--- src/rtl/add_share_arbiter.sv ---
// add_share_arbiter: NREQ requesters share a single 32-bit Brent-Kung adder.
// A round-robin arbiter grants one request in IDLE, the operands are registered,
// the adder result is registered in EXEC, and the result is held in RESP until the
// consumer accepts it.
//
// Ports:
//   clk, rst_n        clock, asynchronous active-low reset
//   req_valid[NREQ]   per-requester request
//   req_ready[NREQ]   per-requester accept (one-hot or zero, IDLE only)
//   req_a, req_b      packed operands, requester i in bits [32i+31:32i]
//   req_cin[NREQ]     per-requester carry-in
//   rsp_valid         result available (RESP state)
//   rsp_ready         consumer accepts result
//   rsp_sum[33]       {carry-out, sum}
//   rsp_id[IDW]       owner of rsp_sum
//   busy              high outside IDLE
//   op_count[16]      completed responses, saturating

// 32-bit Brent-Kung parallel-prefix adder with carry-in.
module bk_adder_32b (
   input  logic [31:0] a,
   input  logic [31:0] b,
   input  logic        cin,
   output logic [32:0] sum
);

   logic [31:0] g;
   logic [31:0] p;
   logic [31:0] p0;

   always_comb begin
      p0 = a ^ b;
      g  = a & b;
      p  = p0;
      // Fold carry-in into bit 0 so g[i] becomes the carry out of bit i.
      g[0] = g[0] | (p0[0] & cin);
      p[0] = 1'b0;
      // Up-sweep: build group (g,p) over aligned power-of-two spans.
      for (int l = 0; l < 5; l++) begin
         for (int i = 0; i < 32; i++) begin
            if (((i + 1) % (2 << l)) == 0) begin
               g[i] = g[i] | (p[i] & g[i - (1 << l)]);
               p[i] = p[i] & p[i - (1 << l)];
            end
         end
      end
      // Down-sweep: fill in the remaining prefixes from completed neighbours.
      for (int l = 3; l >= 0; l--) begin
         for (int i = 0; i < 32; i++) begin
            if ((((i + 1) % (2 << l)) == (1 << l)) && (i >= (2 << l))) begin
               g[i] = g[i] | (p[i] & g[i - (1 << l)]);
               p[i] = p[i] & p[i - (1 << l)];
            end
         end
      end
      sum[0] = p0[0] ^ cin;
      for (int i = 1; i < 32; i++) begin
         sum[i] = p0[i] ^ g[i - 1];
      end
      sum[32] = g[31];
   end

endmodule

module add_share_arbiter #(
   parameter int unsigned NREQ = 4,
   parameter int unsigned IDW  = 2
) (
   input  logic               clk,
   input  logic               rst_n,
   input  logic [NREQ-1:0]    req_valid,
   output logic [NREQ-1:0]    req_ready,
   input  logic [NREQ*32-1:0] req_a,
   input  logic [NREQ*32-1:0] req_b,
   input  logic [NREQ-1:0]    req_cin,
   output logic               rsp_valid,
   input  logic               rsp_ready,
   output logic [32:0]        rsp_sum,
   output logic [IDW-1:0]     rsp_id,
   output logic               busy,
   output logic [15:0]        op_count
);

   localparam int NR = int'(NREQ);

   typedef enum logic [1:0] {StIdle, StExec, StResp} state_e;

   state_e         state_q, state_d;
   logic [IDW-1:0] rr_ptr_q;
   logic [31:0]    op_a_q, op_b_q;
   logic           op_cin_q;
   logic [IDW-1:0] op_id_q;
   logic [32:0]    rsp_sum_q;
   logic [IDW-1:0] rsp_id_q;
   logic [15:0]    op_count_q;

   logic           grant_found;
   logic [IDW-1:0] grant_id;
   logic [IDW-1:0] next_ptr;
   logic           xfer;
   logic [32:0]    add_sum;

   bk_adder_32b u_adder (
      .a   (op_a_q),
      .b   (op_b_q),
      .cin (op_cin_q),
      .sum (add_sum)
   );

   // Round-robin search from rr_ptr; scanning offsets downward lets the
   // smallest offset with a valid request win.
   always_comb begin
      int idx;
      grant_found = 1'b0;
      grant_id    = '0;
      for (int k = NR - 1; k >= 0; k--) begin
         idx = (int'(rr_ptr_q) + k) % NR;
         if (req_valid[idx[IDW-1:0]]) begin
            grant_found = 1'b1;
            grant_id    = idx[IDW-1:0];
         end
      end
   end

   assign next_ptr = (grant_id == IDW'(NR - 1)) ? '0 : grant_id + 1'b1;
   assign xfer     = (state_q == StIdle) && grant_found;

   // State register
   always_ff @(posedge clk or negedge rst_n) begin
      if (!rst_n) begin
         state_q <= StIdle;
      end else begin
         state_q <= state_d;
      end
   end

   // Next-state logic
   always_comb begin
      state_d = state_q;
      unique case (state_q)
         StIdle:  if (xfer) state_d = StExec;
         StExec:  state_d = StResp;
         StResp:  if (rsp_ready) state_d = StIdle;
         default: state_d = StIdle;
      endcase
   end

   // Outputs; req_ready is gated by rst_n so it is low for the whole reset.
   always_comb begin
      req_ready = '0;
      if (xfer && rst_n) begin
         req_ready[grant_id] = 1'b1;
      end
      rsp_valid = (state_q == StResp);
      busy      = (state_q != StIdle);
   end

   // Datapath registers
   always_ff @(posedge clk or negedge rst_n) begin
      if (!rst_n) begin
         rr_ptr_q   <= '0;
         op_a_q     <= '0;
         op_b_q     <= '0;
         op_cin_q   <= 1'b0;
         op_id_q    <= '0;
         rsp_sum_q  <= '0;
         rsp_id_q   <= '0;
         op_count_q <= '0;
      end else begin
         if (xfer) begin
            op_a_q   <= req_a[{grant_id, 5'd0} +: 32];
            op_b_q   <= req_b[{grant_id, 5'd0} +: 32];
            op_cin_q <= req_cin[grant_id];
            op_id_q  <= grant_id;
            rr_ptr_q <= next_ptr;
         end
         if (state_q == StExec) begin
            rsp_sum_q <= add_sum;
            rsp_id_q  <= op_id_q;
         end
         if ((state_q == StResp) && rsp_ready && (op_count_q != 16'hFFFF)) begin
            op_count_q <= op_count_q + 16'd1;
         end
      end
   end

   assign rsp_sum  = rsp_sum_q;
   assign rsp_id   = rsp_id_q;
   assign op_count = op_count_q;

endmodule

--- config.mk ---
export PLATFORM = sky130hd
export DESIGN_NAME = add_share_arbiter
export DESIGN_NICKNAME = d
export VERILOG_FILES = /design/src/rtl/add_share_arbiter.sv
export SDC_FILE = /design/constraint.sdc
export NUM_CORES = 1
export LEC_CHECK = 0
export ABC_CLOCK_PERIOD_IN_PS = 3570
export BUFFER_PORTS_ARGS = -buffer_cell sky130_fd_sc_hd__buf_2
export CORE_MARGIN = 4
export CORE_UTILIZATION = 49
export CTS_CLUSTER_DIAMETER = 120
export CTS_CLUSTER_SIZE = 40
export DETAILED_ROUTE_END_ITERATION = 10
export GPL_TIMING_DRIVEN = 0
export HOLD_SLACK_MARGIN = 0.03
export PLACE_DENSITY = 0.81
export SLEW_MARGIN = 0
export SYNTH_ARGS = -nofsm -noshare
export SYNTH_HDL_FRONTEND = slang
export SYNTH_HIERARCHICAL = 1
export SYNTH_SLANG_ARGS = --single-unit
--- constraint.sdc ---
create_clock -name clk -period 3.57 [get_ports clk]
set_input_delay 0.1785 -clock clk [delete_from_list [all_inputs] [get_ports clk]]
set_output_delay 0.1785 -clock clk [all_outputs]
set_load 0.02 [all_outputs]
==> flow_metrics.tcl, run 1 <==
set metrics [dict create \
    layout_min_cycle_time_ns 3.229 \
    grt-ovfl-total 0 \
    maxCapViolations 0 \
    drc 0 \
    r2r_cells 12 \
    io-pin-count 324 \
    clk_pin_slew_ns 0.06 \
    synth.avg_cell_area_sq_um 10.98 \
    finalNetCount 1374 \
    switching_power_mw 4.200 \
    seq_power_share_pct 26.1 \
    totalNegativeSetupSlack_ns 0 \
    start_util_pct 50.68 \
    dpl.hpwl_mm 19.74 \
    power_mw 9.628 \
    track_usage_pct 27.67 \
    core-area_sq_mm 0.01543 \
    ys.flop_type "dfrtp_1" \
    grt_pass1_vias 7560 \
    cp.arrival_ns 3.53 \
    drive_gt1_share_pct 40.19 \
    setup_viol 0 \
    clock_latency_ns 0.42 \
    use_met2_pct 49.75 \
    rr_startpoint "op_b_q[0]" \
    dieArea_sq_mm 0.01804 \
    ant_nets 0 \
    yosys_warnings 6 \
    routedWlPerCell_um 19.60 \
    worst_slew_pin_slew_ns 0.6790 \
    r2r-end "rsp_sum[21]" \
    grt_first_pass_wirelength_mm 38.40 \
    drt-pass1-iter-count 5 \
    synth_cell_type_count 51 \
    grt_use_met3_pct 6.039 \
    end_kind "flop" \
    required_ns 3.87 \
    holdPathStages 3 \
    busiest_layer "met2" \
    htreeDepth 4 \
    grt_max_degree 75 \
    synth-seq-area-share_pct 39.05 \
    cts-root-buf "clkbuf_16" \
    detail_route.vias_per_cell 5.530 \
    use_met1_pct 31.57 \
    globalplace.congestion 0.8619 \
    peakVddDrop_v 0.0004066 \
    slew_headroom_pct 54.73 \
    p_leak_nw 5.463 \
    totalWireLength_mm 25.14 \
    critPathLaunchType "flop" \
    worstHoldEndpoint "op_b_q[10]" \
    worstSetupPathType "reg -> reg" \
    hold_viol_final 0 \
    slew_viol_final 0 \
    switching_share_pct 43.63 \
    antenna_found_initial 3 \
    p_per_area_mw_per_mm2 934.1 \
    cts_sinks 122 \
    die_w_um 134.3 \
    synth-seq-cells 122 \
    syn-num-nets 1029 \
    fin_skew_ns 0.01172 \
    hold_path_class "in -> reg" \
    vias 7095 \
    fin_crit_sh_pct 90.46 \
    cts_tree "done" \
    cts_buffers 17 \
    regToRegSetupSlack_ns 0.34 \
    p_int_mw 5.427 \
    die_h_um 134.3 \
    cts_setup_buffers 0 \
    rows 45 \
    status "finished clean" \
    syn_inst 712 \
    postSynth.asyncResetShare_pct 100.0 \
    drtIter0Drc 378 \
    min_from "req_b[106]" \
    fmax_mhz 309.6 \
    cts_max_path_buffers 2 \
    synth_edf_count 0 \
    crit_fanout 5 \
    grt_setup_unrepaired "false" \
    cts_resized 0 \
    p_clk_share_pct 16.6 \
    syn-cell-area_sq_mm 0.007819 \
    port-buffer-count 323 \
    combPwrFrac_pct 57.4 \
    area.growth.synth_to_final_pct 31.83 \
]
## logic make-up (layout without fill, tap and decap cells)
kind of cell | after synthesis | count (layout) | share of synthesized area, %
compound gates | 128 | 128 | 12.61
xor+xnor | 28 | 28 | 3.137
fa+ha+maj | 50 | 50 | 9.634
buf+inv | 72 | 430 | 5.137
flops | 122 | 122 | 39.05
mux | 166 | 166 | 21.83
other cells | 0 | 2 | 0
simple gates | 146 | 146 | 8.609
## layout by cell type (no fill, tap or decap), types with 11 or more instances in the layout
| cell | count |
|---|---|
| buf_2 | 335 |
| mux2i_1 | 130 |
| dfrtp_1 | 122 |
| nand2_1 | 90 |
| o221ai_1 | 65 |
| mux2_2 | 35 |
| ha_1 | 33 |
| inv_1 | 28 |
| a21oi_1 | 18 |
| clkbuf_16 | 17 |
| fa_1 | 17 |
| buf_6 | 16 |
| xnor2_1 | 15 |
| clkbuf_1 | 13 |
| xor2_1 | 13 |
| o21ai_0 | 12 |
| nor2_1 | 11 |
## metrics by stage
stage | std cells | utilization (%) | worst slack, ns | hold WS (ns) | area (sq um)
6_report | 1283 | 66.81 | 0.3405 | 0.07293 | 10310
2_1_floorplan | 712 | - | 0.7244 | -0.1171 | 7819
3_5_place_dp | 1247 | 63.09 | 0.3288 | 0.1512 | 9733
5_1_grt | 1283 | 66.81 | 0.09184 | 0.08033 | 10310
3_3_place_gp | 1246 | 62.87 | 0.3559 | 0.4016 | 9699
4_1_cts | 1281 | 66.78 | 0.3000 | 0.06454 | 10300
## synthesized netlist by cell type, types with 15 or more instances
| cell | instances | area share (%) |
|---|---|---|
| a21oi_1 | 18 | 1.2 |
| mux2_2 | 35 | 5.0 |
| buf_6 | 15 | 2.2 |
| xnor2_1 | 15 | 1.7 |
| ha_1 | 33 | 5.3 |
| nand2_1 | 90 | 4.3 |
| o221ai_1 | 65 | 7.3 |
| dfrtp_1 | 122 | 39 |
| inv_1 | 28 | 1.3 |
| fa_1 | 17 | 4.4 |
| mux2i_1 | 130 | 17 |
## metal layers
layer / vias to the layer above / wire length, um
met5: - / 13
met4: 2 / 713
met3: 55 / 1756
met2: 347 / 13050
met1: 3378 / 9615
li1: 3313 / -
## layout make-up
class | count | area [sq um]
Buffer | 41 | 282.8
Inverter | 31 | 118.9
Antenna cell | 2 | 5.005
Clock buffer | 21 | 450.4
Timing Repair Buffer | 326 | 1670
Sequential cell | 122 | 3053
Tap cell | 211 | 264.0
Fill cell | 1230 | 5120
Clock inverter | 11 | 98.84
Multi-Input combinational cell | 518 | 4364
## critical path: stages, from the launching register on
cell and delay, ns:
dfrtp_1 0.38, inv_1 0.08, fa_1 0.17, inv_1 0.05
fa_1 0.41, a211oi_2 0.26, o211ai_1 0.18, and3_1 0.29
or2_1 0.27, o21a_1 0.21, fa_1 0.38, xor2_1 0.17
mux2_2 0.26
## power groups by stage
stage / Sequential (mW) / Combinational (mW) / Clock (mW)
4_1_cts: 2.51 / 5.56 / 1.62
2_1_floorplan: 2.71 / 3.64 / 0
5_1_grt: 2.59 / 6.10 / 1.68
3_5_place_dp: 2.53 / 5.50 / 0
3_3_place_gp: 2.49 / 5.34 / 0
6_report: 2.51 / 5.52 / 1.60
## state kept, by name, summed over array words and instances (netlist names)
name and count:
state_q 2, op_b_q 32, rsp_sum 33, op_count 16, rr_ptr_q 2, op_id_q 2, rsp_id 2, op_cin_q 1
op_a_q 32
## worst max-delay path by stage
stage / startpoint / to / slack, ns
floorplan: op_a_q[0] / rsp_sum[21] / 0.72
global placement: op_a_q[0] / rsp_sum[21] / 0.36
detailed placement: op_b_q[0] / rsp_sum[21] / 0.33
CTS: op_b_q[0] / rsp_sum[21] / 0.30
global route: op_a_q[0] / rsp_sum[21] / 0.09
finish: op_b_q[0] / rsp_sum[21] / 0.34
## timing repair
item                       in CTS  in global routing
hold endpoints to repair       52                  0
hold buffers                    2                  0
setup endpoints to repair       0                  0
Note: power is estimated with default switching activity, not from simulation.
==> run 2, diff against run 1 <==
--- a/config.mk
+++ b/config.mk
@@ -5,16 +5,17 @@
 export SDC_FILE = /design/constraint.sdc
 export NUM_CORES = 1
 export LEC_CHECK = 0
-export ABC_CLOCK_PERIOD_IN_PS = 3570
+export ABC_AREA = 1
+export ABC_CLOCK_PERIOD_IN_PS = 3900
 export BUFFER_PORTS_ARGS = -buffer_cell sky130_fd_sc_hd__buf_2
 export CORE_MARGIN = 4
-export CORE_UTILIZATION = 49
+export CORE_UTILIZATION = 56
 export CTS_CLUSTER_DIAMETER = 120
 export CTS_CLUSTER_SIZE = 40
 export DETAILED_ROUTE_END_ITERATION = 10
 export GPL_TIMING_DRIVEN = 0
 export HOLD_SLACK_MARGIN = 0.03
-export PLACE_DENSITY = 0.81
+export PLACE_DENSITY = 0.88
 export SLEW_MARGIN = 0
 export SYNTH_ARGS = -nofsm -noshare
 export SYNTH_HDL_FRONTEND = slang
==> constraint.sdc (replaced) <==
create_clock -name clk -period 3.9 [get_ports clk]
set_input_delay 0.195 -clock clk [delete_from_list [all_inputs] [get_ports clk]]
set_output_delay 0.195 -clock clk [all_outputs]
set_load 0.02 [all_outputs]
==> run 2 against run 1 <==
Sequential power shrank 6%; core utilization grew 6.0 points; power grew 30%; clock skew shrank 0.0043 ns; cell count grew 58%.
==> flow_metrics.tcl, run 2 <==
set metrics [dict create \
    core-area_sq_mm 0.01664 \
    routedWlPerCell_um 16.05 \
    hold_buffers 2 \
    rows 47 \
    synth_top_area_share_pct 31.92 \
    start_util_pct 57.47 \
    status "finished clean" \
    worstSetupPathType "reg -> out" \
    synth_edf_count 0 \
    hold_viol_final 0 \
    synth-seq-area-share_pct 31.92 \
    cts_buffers 17 \
    die_w_um 138.7 \
    p_int_mw 5.910 \
    grt_pass1_vias 10280 \
    required_ns 3.70 \
    track_usage_pct 33.13 \
    cts_sinks 122 \
    worstHoldEndpoint "state_q[1]" \
    syn-cell-area_sq_mm 0.009564 \
    p_leak_nw 7.637 \
    critPathLaunchType "flop" \
    synthMostInstantiatedCell "nand2_1" \
    largest_register_ffs 33 \
    dieArea_sq_mm 0.01923 \
    cts_tree "done" \
    port-buffer-count 323 \
    drt-pass1-iter-count 5 \
    drc 0 \
    stdcell_count 2024 \
    fin_skew_ns 0.007373 \
    io-pin-count 324 \
    htreeDepth 4 \
    syn-num-nets 1763 \
    cp.arrival_ns 2.99 \
    layout_min_cycle_time_ns 3.182 \
    hold_ws_ns 0.04701 \
    slew_headroom_pct 51.97 \
    r2r_cells 19 \
    fin_ws_ns 0.7184 \
    fmax_mhz 314.3 \
    drive_gt1_share_pct 24.57 \
    p_per_area_mw_per_mm2 1035 \
    netlist_top_cells_area "dfrtp_1 32%, nand2_1 18%, nand3_1 14%, inv_1 12%, ha_1 4.3%" \
    clock_latency_ns 0.42 \
    post-synth-top-area-cell "dfrtp_1" \
    final_core_util_pct 72.78 \
    vias 10480 \
    rr_startpoint "op_a_q[0]" \
    crit_fanout 10 \
    ant_nets 0 \
    yosys_warnings 6 \
    holdPathStages 4 \
    layout_common_cells "464 x nand2_1, 345 x buf_2, 311 x inv_1" \
    ys.flop_type "dfrtp_1" \
    grt_first_pass_wirelength_mm 51.37 \
    grt_max_degree 65 \
    dpl.hpwl_mm 25.15 \
    hold_path_class "in -> reg" \
    mostFrequentLayoutCell "nand2_1" \
    p_clk_share_pct 12.6 \
    dp_slack_ns 0.9706 \
    synthTopCellsByCount "464 x nand2_1, 311 x inv_1, 272 x nand3_1" \
    slew_viol_final 0 \
    finalNetCount 2108 \
    switching_power_mw 6.627 \
    clk_pin_slew_ns 0.05 \
    totalWireLength_mm 32.48 \
    min_from "rsp_ready" \
    area.growth.synth_to_final_pct 26.64 \
    grt_setup_unrepaired "false" \
    r2r-end "rsp_sum[31]" \
    cts_setup_buffers 0 \
    worst_slew_pin_slew_ns 0.7204 \
    synth_cell_type_count 36 \
    cts-root-buf "clkbuf_16" \
    cts_resized 0 \
    switching_share_pct 52.86 \
    maxCapViolations 0 \
    peakVddDrop_v 0.0006248 \
    placed_cells 1990 \
    synth-seq-cells 122 \
    postSynth.asyncResetShare_pct 100.0 \
    cts_max_path_buffers 2 \
    grt-ovfl-total 0 \
    regToRegSetupSlack_ns 0.93 \
    end_kind "primary output" \
    syn_inst 1446 \
    die_h_um 138.7 \
    combPwrFrac_pct 68.4 \
    detail_route.vias_per_cell 5.178 \
    fillCellCount 1418 \
    synth.avg_cell_area_sq_um 6.614 \
    setup_viol 0 \
    totalNegativeSetupSlack_ns 0 \
    fin_crit_sh_pct 81.58 \
    drtIter0Drc 1009 \
    globalplace.congestion 0.9485 \
    antenna_found_initial 2 \
    seq_power_share_pct 18.9 \
]
-- run 2: critical path, cell delays in order, from the launching register on --
cell and delay [ns]:
dfrtp_1 0.42, buf_6 0.17, o21ai_1 0.20, nand2_1 0.11, nand3_1 0.13, nand3_2 0.32
nand2_2 0.20, buf_4 0.26, buf_4 0.24, nand2_1 0.11, inv_2 0.08, nand3_1 0.07
inv_1 0.09, buf_2 0.16
-- run 2: how the worst max path moves through the flow --
stage	start	endpoint	slack, ns	cells past startpoint
finish	rr_ptr_q[0]	req_ready[1]	0.72	13
detailed placement	op_b_q[0]	rsp_sum[31]	0.97	19
global route	rr_ptr_q[0]	req_ready[1]	0.53	13
CTS	rr_ptr_q[0]	req_ready[1]	0.74	13
global placement	rst_n	req_ready[0]	0.64	4
floorplan	op_a_q[0]	rsp_sum[31]	1.27	19
-- run 2: layout make-up --
class | instances | area, sq um | area share (%)
clock buffers | 24 | 511.7 | 4.225
diodes | 1 | 2.502 | 0.02066
plain buffers | 73 | 359.1 | 2.965
inverters | 317 | 1190 | 9.824
multi-input cells | 934 | 4962 | 40.97
well taps | 220 | 275.3 | 2.273
repair buffers | 326 | 1670 | 13.79
clock inverters | 7 | 87.58 | 0.7231
flip-flops and latches | 122 | 3053 | 25.21
-- run 2: logic make-up after synthesis --
logic type | after synthesis | synth area share (%)
flip-flops | 122 | 31.92
adder cells (fa/ha/maj) | 50 | 7.876
AO/OA/AOI/OAI | 30 | 1.897
buffers and inverters | 390 | 16.20
XOR/XNOR | 31 | 2.839
AND/OR/NAND/NOR | 790 | 35.39
multiplexers | 33 | 3.885
-- run 2: power groups by stage --
stage,registers (mW),logic (mW),clock network (mW)
2_1_floorplan,2.50,5.66,0
3_5_place_dp,2.37,8.37,0
6_report,2.37,8.58,1.58
5_1_grt,2.43,9.47,1.65
3_3_place_gp,2.34,8.11,0
4_1_cts,2.36,8.46,1.59
-- run 2: metal layers --
layer | share of wire, % | wire length, um | up-vias | GRT usage [%]
met5 | 0.022 | 7 | - | 0
met4 | 3.0 | 964 | 2 | 11.69
met3 | 8.9 | 2885 | 85 | 5.103
met2 | 50 | 16090 | 582 | 57.48
met1 | 39 | 12540 | 4741 | 42.30
li1 | - | - | 5070 | -
-- run 2: per-stage QoR --
step	total power, mW	cell area, sq um
final	12.54	12110
after floorplan	8.162	9564
after global routing	13.55	12110
after detailed placement	10.73	11490
after global placement	10.46	11460
after CTS	12.41	12110
==> run 3, diff against run 2 <==
--- a/config.mk
+++ b/config.mk
@@ -6,16 +6,16 @@
 export NUM_CORES = 1
 export LEC_CHECK = 0
 export ABC_AREA = 1
-export ABC_CLOCK_PERIOD_IN_PS = 3900
+export ABC_CLOCK_PERIOD_IN_PS = 2600
 export BUFFER_PORTS_ARGS = -buffer_cell sky130_fd_sc_hd__buf_2
 export CORE_MARGIN = 4
-export CORE_UTILIZATION = 56
+export CORE_UTILIZATION = 47
 export CTS_CLUSTER_DIAMETER = 120
 export CTS_CLUSTER_SIZE = 40
 export DETAILED_ROUTE_END_ITERATION = 10
 export GPL_TIMING_DRIVEN = 0
 export HOLD_SLACK_MARGIN = 0.03
-export PLACE_DENSITY = 0.88
+export PLACE_DENSITY = 0.78
 export SLEW_MARGIN = 0
 export SYNTH_ARGS = -nofsm -noshare
 export SYNTH_HDL_FRONTEND = slang
==> constraint.sdc (replaced) <==
create_clock -name clk -period 2.6 [get_ports clk]
set_input_delay 0.13 -clock clk [delete_from_list [all_inputs] [get_ports clk]]
set_output_delay 0.13 -clock clk [all_outputs]
set_load 0.02 [all_outputs]
==> run 3 against run 2 <==
The run now ends with setup timing left; core utilization shrank 9.0 points; non-clock buffer count grew 20; combinational power grew 61%; clock skew grew 0.00069 ns; die area grew 18%; power grew 57%; cell area grew 3.8%; via count is essentially flat; hold slack gained 0.023 ns; worst setup slack lost 0.89 ns; critical path depth grew 3; highest routed layer unchanged.
==> flow_metrics.tcl, run 3 (same netlist as run 2, synthesis figures left out) <==
set metrics [dict create \
    status "finished with violations" \
    violations "setup timing" \
    cts_sinks 122 \
    rows 51 \
    fin_crit_sh_pct 106.5 \
    cts_max_path_buffers 2 \
    drc 0 \
    largest_register_ffs 33 \
    cts_tree "done" \
    finalNetCount 2128 \
    grt_setup_unrepaired "true" \
    area.growth.synth_to_final_pct 31.41 \
    routedWlPerCell_um 15.98 \
    totalWireLength_mm 33.38 \
    mostFrequentLayoutCell "nand2_1" \
    grt_max_degree 80 \
    peakVddDrop_v 0.001008 \
    hold_viol_final 0 \
    fin_ws_ns -0.1678 \
    layout_min_cycle_time_ns 2.768 \
    core-area_sq_mm 0.01972 \
    dieArea_sq_mm 0.02270 \
    antenna_found_initial 5 \
    port-buffer-count 323 \
    final_core_util_pct 63.74 \
    maxCapViolations 0 \
    slew_viol_final 0 \
    clock_latency_ns 0.42 \
    clk_pin_slew_ns 0.06 \
    stdcell_count 2089 \
    detail_route.vias_per_cell 5.019 \
    worst_slew_pin_slew_ns 0.7684 \
    start_util_pct 48.51 \
    dpl.hpwl_mm 25.48 \
    setup_viol 17 \
    r2r_cells 16 \
    track_usage_pct 28.77 \
    cts_buffers 17 \
    crit_fanout 2 \
    drtIter0Drc 764 \
    highest_layer "met5" \
    holdPathStages 5 \
    ant_nets 0 \
    worstSetupPathType "reg -> reg" \
    vias 10490 \
    grt_pass1_vias 10100 \
    placed_cells 2035 \
    rr_startpoint "op_b_q[0]" \
    grt_first_pass_wirelength_mm 50.75 \
    min_from "req_b[3]" \
    fmax_mhz 361.3 \
    p_per_area_mw_per_mm2 1563 \
    wl_met2_mm 16.32 \
    io-pin-count 324 \
    hold_path_class "in -> reg" \
    worstHoldEndpoint "op_b_q[3]" \
    required_ns 2.91 \
    drt-pass1-iter-count 5 \
    end_kind "flop" \
    slew_headroom_pct 48.77 \
    drive_gt1_share_pct 27.59 \
    grt-ovfl-total 0 \
    layout_common_cells "456 x nand2_1, 335 x buf_2, 306 x inv_1" \
    regToRegSetupSlack_ns -0.17 \
    drt-met1-wl_mm 13.48 \
    die_h_um 150.7 \
    met3_length_mm 2.482 \
    htreeDepth 4 \
    power_mw 19.65 \
    critPathLaunchType "flop" \
    cts-root-buf "clkbuf_16" \
    r2r-end "rsp_sum[12]" \
    die_w_um 150.7 \
    fin_skew_ns 0.008064 \
    globalplace.congestion 0.9078 \
    cp.arrival_ns 3.08 \
    p_leak_nw 7.815 \
]
[run 3: changes by cell type in the layout (fill, tap and decap cells not counted), sizes merged]
cell,delta
buf,+10
dlygate4sd3,+5
clkbuf,+4
clkinv,+1
[run 3: where the power goes]
| group | switching (mW) | total (mW) | internal (mW) |
|---|---|---|---|
| Clock | 0.838 | 2.33 | 1.50 |
| Combinational | 8.67 | 13.8 | 5.10 |
| Sequential | 0.684 | 3.54 | 2.86 |
| Total | 10.2 | 19.6 | 9.45 |
[run 3: worst max-delay path: stages, from the launching register on]
cell     delay, ns
dfrtp_1       0.37
inv_2         0.05
fa_2          0.37
inv_2         0.06
fa_2          0.20
nand2_2       0.05
nand2_2       0.07
nand3_2       0.09
nand2_4       0.11
buf_6         0.12
inv_4         0.04
nor2_2        0.12
nor2_2        0.06
buf_4         0.13
fa_2          0.51
inv_1         0.04
mux2_2        0.25
[run 3: area by class of cell]
type / count / area, sq um
repair buffers: 348 / 1867
plain buffers: 71 / 396.6
diodes: 1 / 2.502
flip-flops and latches: 122 / 3054
well taps: 265 / 331.6
fillers: 1839 / 7149
multi-input cells: 934 / 5136
clock inverters: 8 / 92.59
clock buffers: 23 / 488.0
inverters: 317 / 1200
[run 3: per-stage QoR]
step | setup WS [ns] | hold slack, ns | TNS (ns) | cell area (sq um)
3_5_place_dp | -0.2819 | 0.08874 | -2.352 | 11550
5_1_grt | -0.2746 | 0.07842 | -3.821 | 12570
6_report | -0.1678 | 0.06951 | -1.558 | 12570
4_1_cts | -0.1938 | 0.03718 | -1.798 | 12420
2_1_floorplan | 0.009923 | -0.1656 | 0 | 9567
3_3_place_gp | -0.5013 | 0.3983 | -24.52 | 11510
[run 3: worst max path at each step]
| stage | start | endpoint | slack (ns) | depth (start not counted) |
|---|---|---|---|---|
| after floorplan | op_a_q[0] | rsp_sum[31] | 0.01 | 19 |
| after global placement | rst_n | req_ready[0] | -0.50 | 4 |
| after detailed placement | op_a_q[0] | rsp_sum[30] | -0.28 | 18 |
| after CTS | op_a_q[0] | rsp_sum[31] | -0.19 | 19 |
| after global routing | op_b_q[0] | rsp_sum[12] | -0.27 | 16 |
| final | op_b_q[0] | rsp_sum[12] | -0.17 | 16 |
[run 3: timing repair]
| action | 4_1_cts | 5_1_grt |
|---|---|---|
| buffers inserted | 12 | 4 |
| endpoints found under the setup margin | 21 | 78 |
| hold buffers | 7 | 0 |
| pin swaps | 14 | 17 |
| endpoints found under the hold margin | 49 | 0 |
| gates resized for setup | 42 | 43 |
| cloned | 0 | 1 |
[run 3: metal layers]
layer	vias up	global-route usage, %
li1	5113	-
met1	4790	36.42
met2	476	49.20
met3	96	5.358
met4	10	10.38
met5	-	0
